===== config.mk =====
export PLATFORM = sky130hd
export DESIGN_NAME = decode_queue
export DESIGN_NICKNAME = d
export VERILOG_FILES = /design/src/rtl/decode_queue.sv
export SDC_FILE = /design/constraint.sdc
export NUM_CORES = 1
export LEC_CHECK = 0
export ABC_AREA = 0
export BUFFER_PORTS_ARGS = -buffer_cell sky130_fd_sc_hd__clkbuf_2
export CORE_ASPECT_RATIO = 0.5
export CORE_UTILIZATION = 60
export DETAILED_ROUTE_END_ITERATION = 8
export HOLD_SLACK_MARGIN = 0.08
export PLACE_DENSITY = 0.79
export RECOVER_POWER = 50
export SLEW_MARGIN = 10
export SYNTH_ARGS = -nofsm -noshare
export SYNTH_HDL_FRONTEND = slang
export SYNTH_SLANG_ARGS = --single-unit

===== constraint.sdc =====
create_clock -name clk -period 7.49 [get_ports clk]
set_clock_uncertainty 0.2 [all_clocks]
set_input_delay 1.498 -clock clk [delete_from_list [all_inputs] [get_ports clk]]
set_output_delay 1.498 -clock clk [all_outputs]
set_load 0.02 [all_outputs]

===== src/rtl/decode_queue.sv =====
// Instruction queue plus RV32I decoder feeding a registered dispatch slot.
// Define DECODE_QUEUE_BYPASS_EN to let a fetch skip an empty queue straight into the output register.
module decode_queue #(
    parameter int QUEUE_DEPTH = 8,
    parameter int PTR_WIDTH   = 3,
    localparam int INSIDE_OPCODE_WIDTH = 6
) (
    input  logic                           clk,
    input  logic                           rst,
    input  logic                           rdy,
    input  logic                           in_fetcher_valid,
    input  logic [31:0]                    in_fetcher_instr,
    input  logic [31:0]                    in_fetcher_pc,
    input  logic                           in_fetcher_jump_ce,
    output logic                           out_fetcher_full,
    input  logic                           in_flush,
    output logic                           out_dec_valid,
    input  logic                           in_dec_ready,
    output logic [INSIDE_OPCODE_WIDTH-1:0] out_dec_op,
    output logic [1:0]                     out_dec_unit,
    output logic [4:0]                     out_dec_rd,
    output logic [4:0]                     out_dec_rs1,
    output logic [4:0]                     out_dec_rs2,
    output logic [31:0]                    out_dec_imm,
    output logic [31:0]                    out_dec_pc,
    output logic                           out_dec_jump_ce
);

    localparam logic [PTR_WIDTH:0] DEPTH_C = (PTR_WIDTH + 1)'(QUEUE_DEPTH);

    localparam logic [1:0] UNIT_NONE = 2'b00;
    localparam logic [1:0] UNIT_RS   = 2'b01;
    localparam logic [1:0] UNIT_LSB  = 2'b10;

    // Internal opcode numbering; zero is NOP so a cleared register reads as NOP.
    localparam logic [5:0] OP_NOP = 6'd0,  OP_LUI = 6'd1,  OP_AUIPC = 6'd2, OP_JAL = 6'd3,
                           OP_JALR = 6'd4, OP_BEQ = 6'd5,  OP_BNE = 6'd6,  OP_BLT = 6'd7,
                           OP_BGE = 6'd8,  OP_BLTU = 6'd9, OP_BGEU = 6'd10, OP_LB = 6'd11,
                           OP_LH = 6'd12,  OP_LW = 6'd13,  OP_LBU = 6'd14, OP_LHU = 6'd15,
                           OP_SB = 6'd16,  OP_SH = 6'd17,  OP_SW = 6'd18,  OP_ADDI = 6'd19,
                           OP_SLTI = 6'd20, OP_SLTIU = 6'd21, OP_XORI = 6'd22, OP_ORI = 6'd23,
                           OP_ANDI = 6'd24, OP_SLLI = 6'd25, OP_SRLI = 6'd26, OP_SRAI = 6'd27,
                           OP_ADD = 6'd28, OP_SUB = 6'd29, OP_SLL = 6'd30, OP_SLT = 6'd31,
                           OP_SLTU = 6'd32, OP_XOR = 6'd33, OP_SRL = 6'd34, OP_SRA = 6'd35,
                           OP_OR = 6'd36,  OP_AND = 6'd37;

    typedef struct packed {
        logic [5:0]  op;
        logic [1:0]  unit;
        logic [4:0]  rd;
        logic [4:0]  rs1;
        logic [4:0]  rs2;
        logic [31:0] imm;
    } dec_t;

    function automatic dec_t decode(input logic [31:0] ins);
        dec_t        d;
        logic [2:0]  f3;
        logic [6:0]  f7;
        logic [31:0] imm_i, imm_s, imm_b, imm_u, imm_j, imm_sh;
        f3     = ins[14:12];
        f7     = ins[31:25];
        imm_i  = {{20{ins[31]}}, ins[31:20]};
        imm_s  = {{20{ins[31]}}, ins[31:25], ins[11:7]};
        imm_b  = {{19{ins[31]}}, ins[31], ins[7], ins[30:25], ins[11:8], 1'b0};
        imm_u  = {ins[31:12], 12'h000};
        imm_j  = {{11{ins[31]}}, ins[31], ins[19:12], ins[20], ins[30:21], 1'b0};
        imm_sh = {27'd0, ins[24:20]};
        d      = '0;
        d.rs1  = ins[19:15];
        d.rs2  = ins[24:20];
        case (ins[6:0])
            7'b0110111: begin d.op = OP_LUI;   d.unit = UNIT_RS; d.rd = ins[11:7]; d.imm = imm_u; end
            7'b0010111: begin d.op = OP_AUIPC; d.unit = UNIT_RS; d.rd = ins[11:7]; d.imm = imm_u; end
            7'b1101111: begin d.op = OP_JAL;   d.unit = UNIT_RS; d.rd = ins[11:7]; d.imm = imm_j; end
            7'b1100111: begin
                d.op = (f3 == 3'b000) ? OP_JALR : OP_NOP;
                d.unit = UNIT_RS; d.rd = ins[11:7]; d.imm = imm_i;
            end
            7'b1100011: begin
                d.unit = UNIT_RS; d.imm = imm_b;
                case (f3)
                    3'b000:  d.op = OP_BEQ;
                    3'b001:  d.op = OP_BNE;
                    3'b100:  d.op = OP_BLT;
                    3'b101:  d.op = OP_BGE;
                    3'b110:  d.op = OP_BLTU;
                    3'b111:  d.op = OP_BGEU;
                    default: d.op = OP_NOP;
                endcase
            end
            7'b0000011: begin
                d.unit = UNIT_LSB; d.rd = ins[11:7]; d.imm = imm_i;
                case (f3)
                    3'b000:  d.op = OP_LB;
                    3'b001:  d.op = OP_LH;
                    3'b010:  d.op = OP_LW;
                    3'b100:  d.op = OP_LBU;
                    3'b101:  d.op = OP_LHU;
                    default: d.op = OP_NOP;
                endcase
            end
            7'b0100011: begin
                d.unit = UNIT_LSB; d.imm = imm_s;
                case (f3)
                    3'b000:  d.op = OP_SB;
                    3'b001:  d.op = OP_SH;
                    3'b010:  d.op = OP_SW;
                    default: d.op = OP_NOP;
                endcase
            end
            7'b0010011: begin
                d.unit = UNIT_RS; d.rd = ins[11:7]; d.imm = imm_i;
                case (f3)
                    3'b000:  d.op = OP_ADDI;
                    3'b010:  d.op = OP_SLTI;
                    3'b011:  d.op = OP_SLTIU;
                    3'b100:  d.op = OP_XORI;
                    3'b110:  d.op = OP_ORI;
                    3'b111:  d.op = OP_ANDI;
                    3'b001:  begin d.op = (f7 == 7'b0000000) ? OP_SLLI : OP_NOP; d.imm = imm_sh; end
                    3'b101:  begin
                        d.imm = imm_sh;
                        d.op  = (f7 == 7'b0000000) ? OP_SRLI :
                                (f7 == 7'b0100000) ? OP_SRAI : OP_NOP;
                    end
                    default: d.op = OP_NOP;
                endcase
            end
            7'b0110011: begin
                d.unit = UNIT_RS; d.rd = ins[11:7];
                if (f7 == 7'b0000000) begin
                    case (f3)
                        3'b000:  d.op = OP_ADD;
                        3'b001:  d.op = OP_SLL;
                        3'b010:  d.op = OP_SLT;
                        3'b011:  d.op = OP_SLTU;
                        3'b100:  d.op = OP_XOR;
                        3'b101:  d.op = OP_SRL;
                        3'b110:  d.op = OP_OR;
                        3'b111:  d.op = OP_AND;
                        default: d.op = OP_NOP;
                    endcase
                end else if (f7 == 7'b0100000) begin
                    d.op = (f3 == 3'b000) ? OP_SUB : (f3 == 3'b101) ? OP_SRA : OP_NOP;
                end else begin
                    d.op = OP_NOP;
                end
            end
            default: d.op = OP_NOP;
        endcase
        // Anything unrecognised collapses to a clean, unit-less NOP.
        if (d.op == OP_NOP) begin
            d = '0;
        end else begin
            d.unit = d.unit;
        end
        return d;
    endfunction

    logic [31:0]        mem_instr_q [QUEUE_DEPTH];
    logic [31:0]        mem_pc_q    [QUEUE_DEPTH];
    logic               mem_jce_q   [QUEUE_DEPTH];
    logic [PTR_WIDTH:0] count_q, count_d;
    logic [PTR_WIDTH-1:0] head_q, head_d, tail_q, tail_d;
    logic               full_q, full_d, dec_valid_q, dec_valid_d, dec_jce_q, dec_jce_d;
    dec_t               dec_q, dec_d, dec_s;
    logic [31:0]        dec_pc_q, dec_pc_d, src_instr_s, src_pc_s;
    logic               src_jce_s, accept_s, out_free_s, deq_s, byp_s, enq_s;

    // Queue/output-register control and next-state computation.
    always_comb begin
        accept_s   = rdy && !in_flush && in_fetcher_valid && !full_q;
        out_free_s = !dec_valid_q || in_dec_ready;
        deq_s      = rdy && !in_flush && (count_q != '0) && out_free_s;
`ifdef DECODE_QUEUE_BYPASS_EN
        byp_s       = accept_s && (count_q == '0) && out_free_s;
        src_instr_s = deq_s ? mem_instr_q[head_q] : in_fetcher_instr;
        src_pc_s    = deq_s ? mem_pc_q[head_q]    : in_fetcher_pc;
        src_jce_s   = deq_s ? mem_jce_q[head_q]   : in_fetcher_jump_ce;
`else
        byp_s       = 1'b0;
        src_instr_s = mem_instr_q[head_q];
        src_pc_s    = mem_pc_q[head_q];
        src_jce_s   = mem_jce_q[head_q];
`endif
        enq_s       = accept_s && !byp_s;
        dec_s       = decode(src_instr_s);
        count_d     = count_q;
        head_d      = head_q;
        tail_d      = tail_q;
        full_d      = full_q;
        dec_valid_d = dec_valid_q;
        dec_d       = dec_q;
        dec_pc_d    = dec_pc_q;
        dec_jce_d   = dec_jce_q;
        if (in_flush) begin
            count_d     = '0;
            head_d      = '0;
            tail_d      = '0;
            full_d      = 1'b0;
            dec_valid_d = 1'b0;
        end else if (rdy) begin
            count_d = count_q + (PTR_WIDTH + 1)'(enq_s) - (PTR_WIDTH + 1)'(deq_s);
            head_d  = head_q + PTR_WIDTH'(deq_s);
            tail_d  = tail_q + PTR_WIDTH'(enq_s);
            full_d  = (count_d == DEPTH_C);
            if (deq_s || byp_s) begin
                dec_valid_d = 1'b1;
                dec_d       = dec_s;
                dec_pc_d    = src_pc_s;
                dec_jce_d   = src_jce_s;
            end else if (in_dec_ready) begin
                dec_valid_d = 1'b0;
            end else begin
                dec_valid_d = dec_valid_q;
            end
        end else begin
            count_d = count_q;
        end
    end

    // Control and output state registers.
    always_ff @(posedge clk or negedge rst) begin
        if (!rst) begin
            count_q     <= '0;
            head_q      <= '0;
            tail_q      <= '0;
            full_q      <= 1'b0;
            dec_valid_q <= 1'b0;
            dec_q       <= '0;
            dec_pc_q    <= 32'h0000_0000;
            dec_jce_q   <= 1'b0;
        end else begin
            count_q     <= count_d;
            head_q      <= head_d;
            tail_q      <= tail_d;
            full_q      <= full_d;
            dec_valid_q <= dec_valid_d;
            dec_q       <= dec_d;
            dec_pc_q    <= dec_pc_d;
            dec_jce_q   <= dec_jce_d;
        end
    end

    // Queue storage; contents are meaningless outside head..tail so no reset is needed.
    always_ff @(posedge clk) begin
        if (enq_s) begin
            mem_instr_q[tail_q] <= in_fetcher_instr;
            mem_pc_q[tail_q]    <= in_fetcher_pc;
            mem_jce_q[tail_q]   <= in_fetcher_jump_ce;
        end
    end

    assign out_fetcher_full = full_q;
    assign out_dec_valid    = dec_valid_q;
    assign out_dec_op       = dec_q.op;
    assign out_dec_unit     = dec_q.unit;
    assign out_dec_rd       = dec_q.rd;
    assign out_dec_rs1      = dec_q.rs1;
    assign out_dec_rs2      = dec_q.rs2;
    assign out_dec_imm      = dec_q.imm;
    assign out_dec_pc       = dec_pc_q;
    assign out_dec_jump_ce  = dec_jce_q;

endmodule


==> reports/results.ini <==
[clocking]
cts_max_path_buffers=3
hold_buffers=0
cts-root-buf=clkbuf_16
cts-resized-gates=0
cts_buffers=50
postCtsSetupRepairBufs=0
worst_skew_pair.late_latency_ps=600
cts.sinks=620
clk_pin_slew_ps=70
cts_tree=done
cts_max_level=2

[route]
vias_per_cell=6.45
antenna_left=0
vias=13800
wirelength_um=57300
drtIter0Drc=1284
drc=0
drtPass1Iterations=5
wl_per_cell_um=26.8

[outcome]
violations=capacitance limit, slew limit
outcome=complete, but fails checks

[min_path]
whs_path_depth=2
holdPathEnd=out_dec_op[4]
min_path_type=reg2reg
min_from=out_dec_op[4]

[pwr]
ir_drop_uv=226
power_mw=7.71
p_per_area_nw_per_um2=274
leakagePower_nw=9.23

[die]
die_height_um=147
rows=52
ios=161
core_area_um2=40800
start_util=0.615
fp.dieW_um=291
die-area_um2=42700

[timing]
hold_violations=0
finalSetupViolCount=0
finalSetupTns_ps=0
drv_slew=56
fin_crit_ps=5360
rsz0062_at_grt=false
fmax_mhz=187
finalCritPeriodShare=0.715
tightest_slew_ps=3770
relSlewSlack=-1.51

[yosys]
yosys_warnings=0
yosys.area_share.simple=0.0452
yosys.cell_types.count=60
synthMuxAreaShare=0.146
async_reset_ff_frac=0.161
synth_top_area_cell=edfxtp_1
synth-compound-area-share=0.0566
avgSynthCellArea_um2=18.0
netlist_area_um2=25100
ys_seq_area_frac=0.722
ys_seq_elements=620
syn_nets=1482
synth_top_family_by_area=multiplexers
yosys_most_used_dff=edfxtp_1
yosys.area_share.adder=0.00828
synth_top_cell_area_share=0.623
synth_edf_count=520
synth-xor-area-share=0.00210
syn_inst=1395
synth_area_leaders=edfxtp_1 (62%), mux4_2 (11%), dfrtp_1 (10%)

[setup_path]
cp_cell_sequence=clkbuf_1 -> clkbuf_2
crit_buf_inv=2
crit_family=buffers and inverters
crit_path_top_delay_cell=clkbuf_1
cp-end-kind=asynchronous set/reset pin
reg2reg_to=out_dec_imm[3]
critical_path_class=in2async
required_ps=7600
ff2ff_path_depth=9
start_kind=input port
regToRegSetupSlack_ps=2320
critPathMaxFanout=55
cp.arrival_ps=5470
slowest_delay_ps=2600
crit_path_start=rst
r2r_start=head_q[1]

[finish]
fin_nets=1637
design_area_um2=28100
syn2layout_area_growth_pct=12.2
drive_gt1_frac=0.224
final_util=0.690

[place]
dpl_cell_area_um2=26400
gp_congestion=0.899
io_buffer_count=160
dpl.hpwl_um=32700

[global_route]
grt_max_degree=71
grt_pass1_wl_um=86600
grt_pass1_vias=14200
grt.overflow.total=0
antenna_found_initial=2
grt_usage=0.273

[flow_run]
maxCapViolCount=1

[cell families (layout without fill, tap and decap cells)]
group,count (synthesis),in the layout
simple gates,248,248
compound gates,203,203
mux,205,205
buf+inv,97,294
fa+ha+maj,16,16
xor+xnor,6,6
flops,620,620
other cells,0,4
[layout by cell type, fill, tap and decap left out, types with 10 or more instances in the layout]
cell,instances
a21oi_1,27
a21oi_2,20
buf_4,28
bufinv_16,10
clkbuf_1,112
clkbuf_16,51
clkbuf_2,50
clkinv_2,13
dfrtp_1,97
edfxtp_1,520
ha_1,15
inv_1,11
mux2i_1,67
mux4_2,128
nand2_1,114
nand2b_1,10
nand3_1,24
nor2_1,43
nor3_1,19
o211ai_1,30
o21ai_0,73
o31ai_1,13
[registers in the layout, summed over array words and instances (netlist names), 3 cells and up]
| register | flops |
|---|---|
| mem_instr_q | 256 |
| mem_jce_q | 8 |
| mem_pc_q | 256 |
| head_q | 3 |
| out_dec_rd | 5 |
| tail_q | 3 |
| count_q | 4 |
| out_dec_imm | 32 |
| out_dec_op | 6 |
| out_dec_rs1 | 5 |
| out_dec_rs2 | 5 |
| out_dec_pc | 32 |
[layout make-up]
class	count	area (µm²)
inverters	11	41.3
diodes	4	10.0
flip-flops and latches	620	18100
well taps	540	676
clock inverters	36	473
repair buffers	189	877
multi-input cells	678	6560
fillers	2567	12700
clock buffers	58	1360
[worst min-delay path, delay by kind of cell (launching register included)]
family	cells	cell delay (ps)
flops	1	350
simple gates	2	100
[layer usage]
layer	wire [µm]	GRT usage	up-vias
met2	28900	0.457	659
met5	0	0	-
li1	-	-	5867
met3	4140	0.0438	110
met1	22900	0.378	7144
met4	1350	0.0788	0
[report_power, final]
group	total (mW)	switching (mW)	leakage (nW)	internal, mW
Clock	2.91	1.25	0.910	1.66
Sequential	4.00	0.107	6.00	3.89
Combinational	0.798	0.545	2.33	0.253
[metrics by stage]
step	hold WS, ps	instances	worst slack [ps]
after floorplan	316	1395	9.92
after global placement	259	2038	2550
after detailed placement	263	2038	2440
after CTS	286	2132	2410
after global routing	309	2134	1440
final	280	2136	2130
[worst max-delay path by stage]
stage                         to  depth (start not counted)
2_1_floorplan  mem_instr_q[0][0]                          5
3_3_place_gp      out_dec_rs1[2]                         10
3_5_place_dp     out_dec_imm[22]                          9
4_1_cts           out_dec_imm[3]                          9
5_1_grt                head_q[2]                          2
6_report               head_q[2]                          2
[synthesized netlist by cell type (2+ instances only)]
master     count
edfxtp_1     520
mux4_2       128
nand2_1      114
dfrtp_1      100
o21ai_0       73
mux2i_1       67
nor2_1        49
clkbuf_1      38
buf_2         32
o211ai_1      30
a21oi_1       27
nand3_1       24
nor3_1        21
a21oi_2       20
ha_1          15
o31ai_1       13
inv_1         11
nand2b_1      10
nand4_1        8
o211ai_2       8
a211oi_1       7
buf_6          7
mux2_2         7
buf_4          5
nor4_1         5
buf_1          4
o21ai_1        4
or3_1          4
xnor2_1        4
mux2i_2        3
o211ai_4       3
a2111oi_2      2
a221o_1        2
nor2b_1        2
o221ai_1       2
xor2_1         2
No activity file was read; power rests on OpenSTA's default activity.
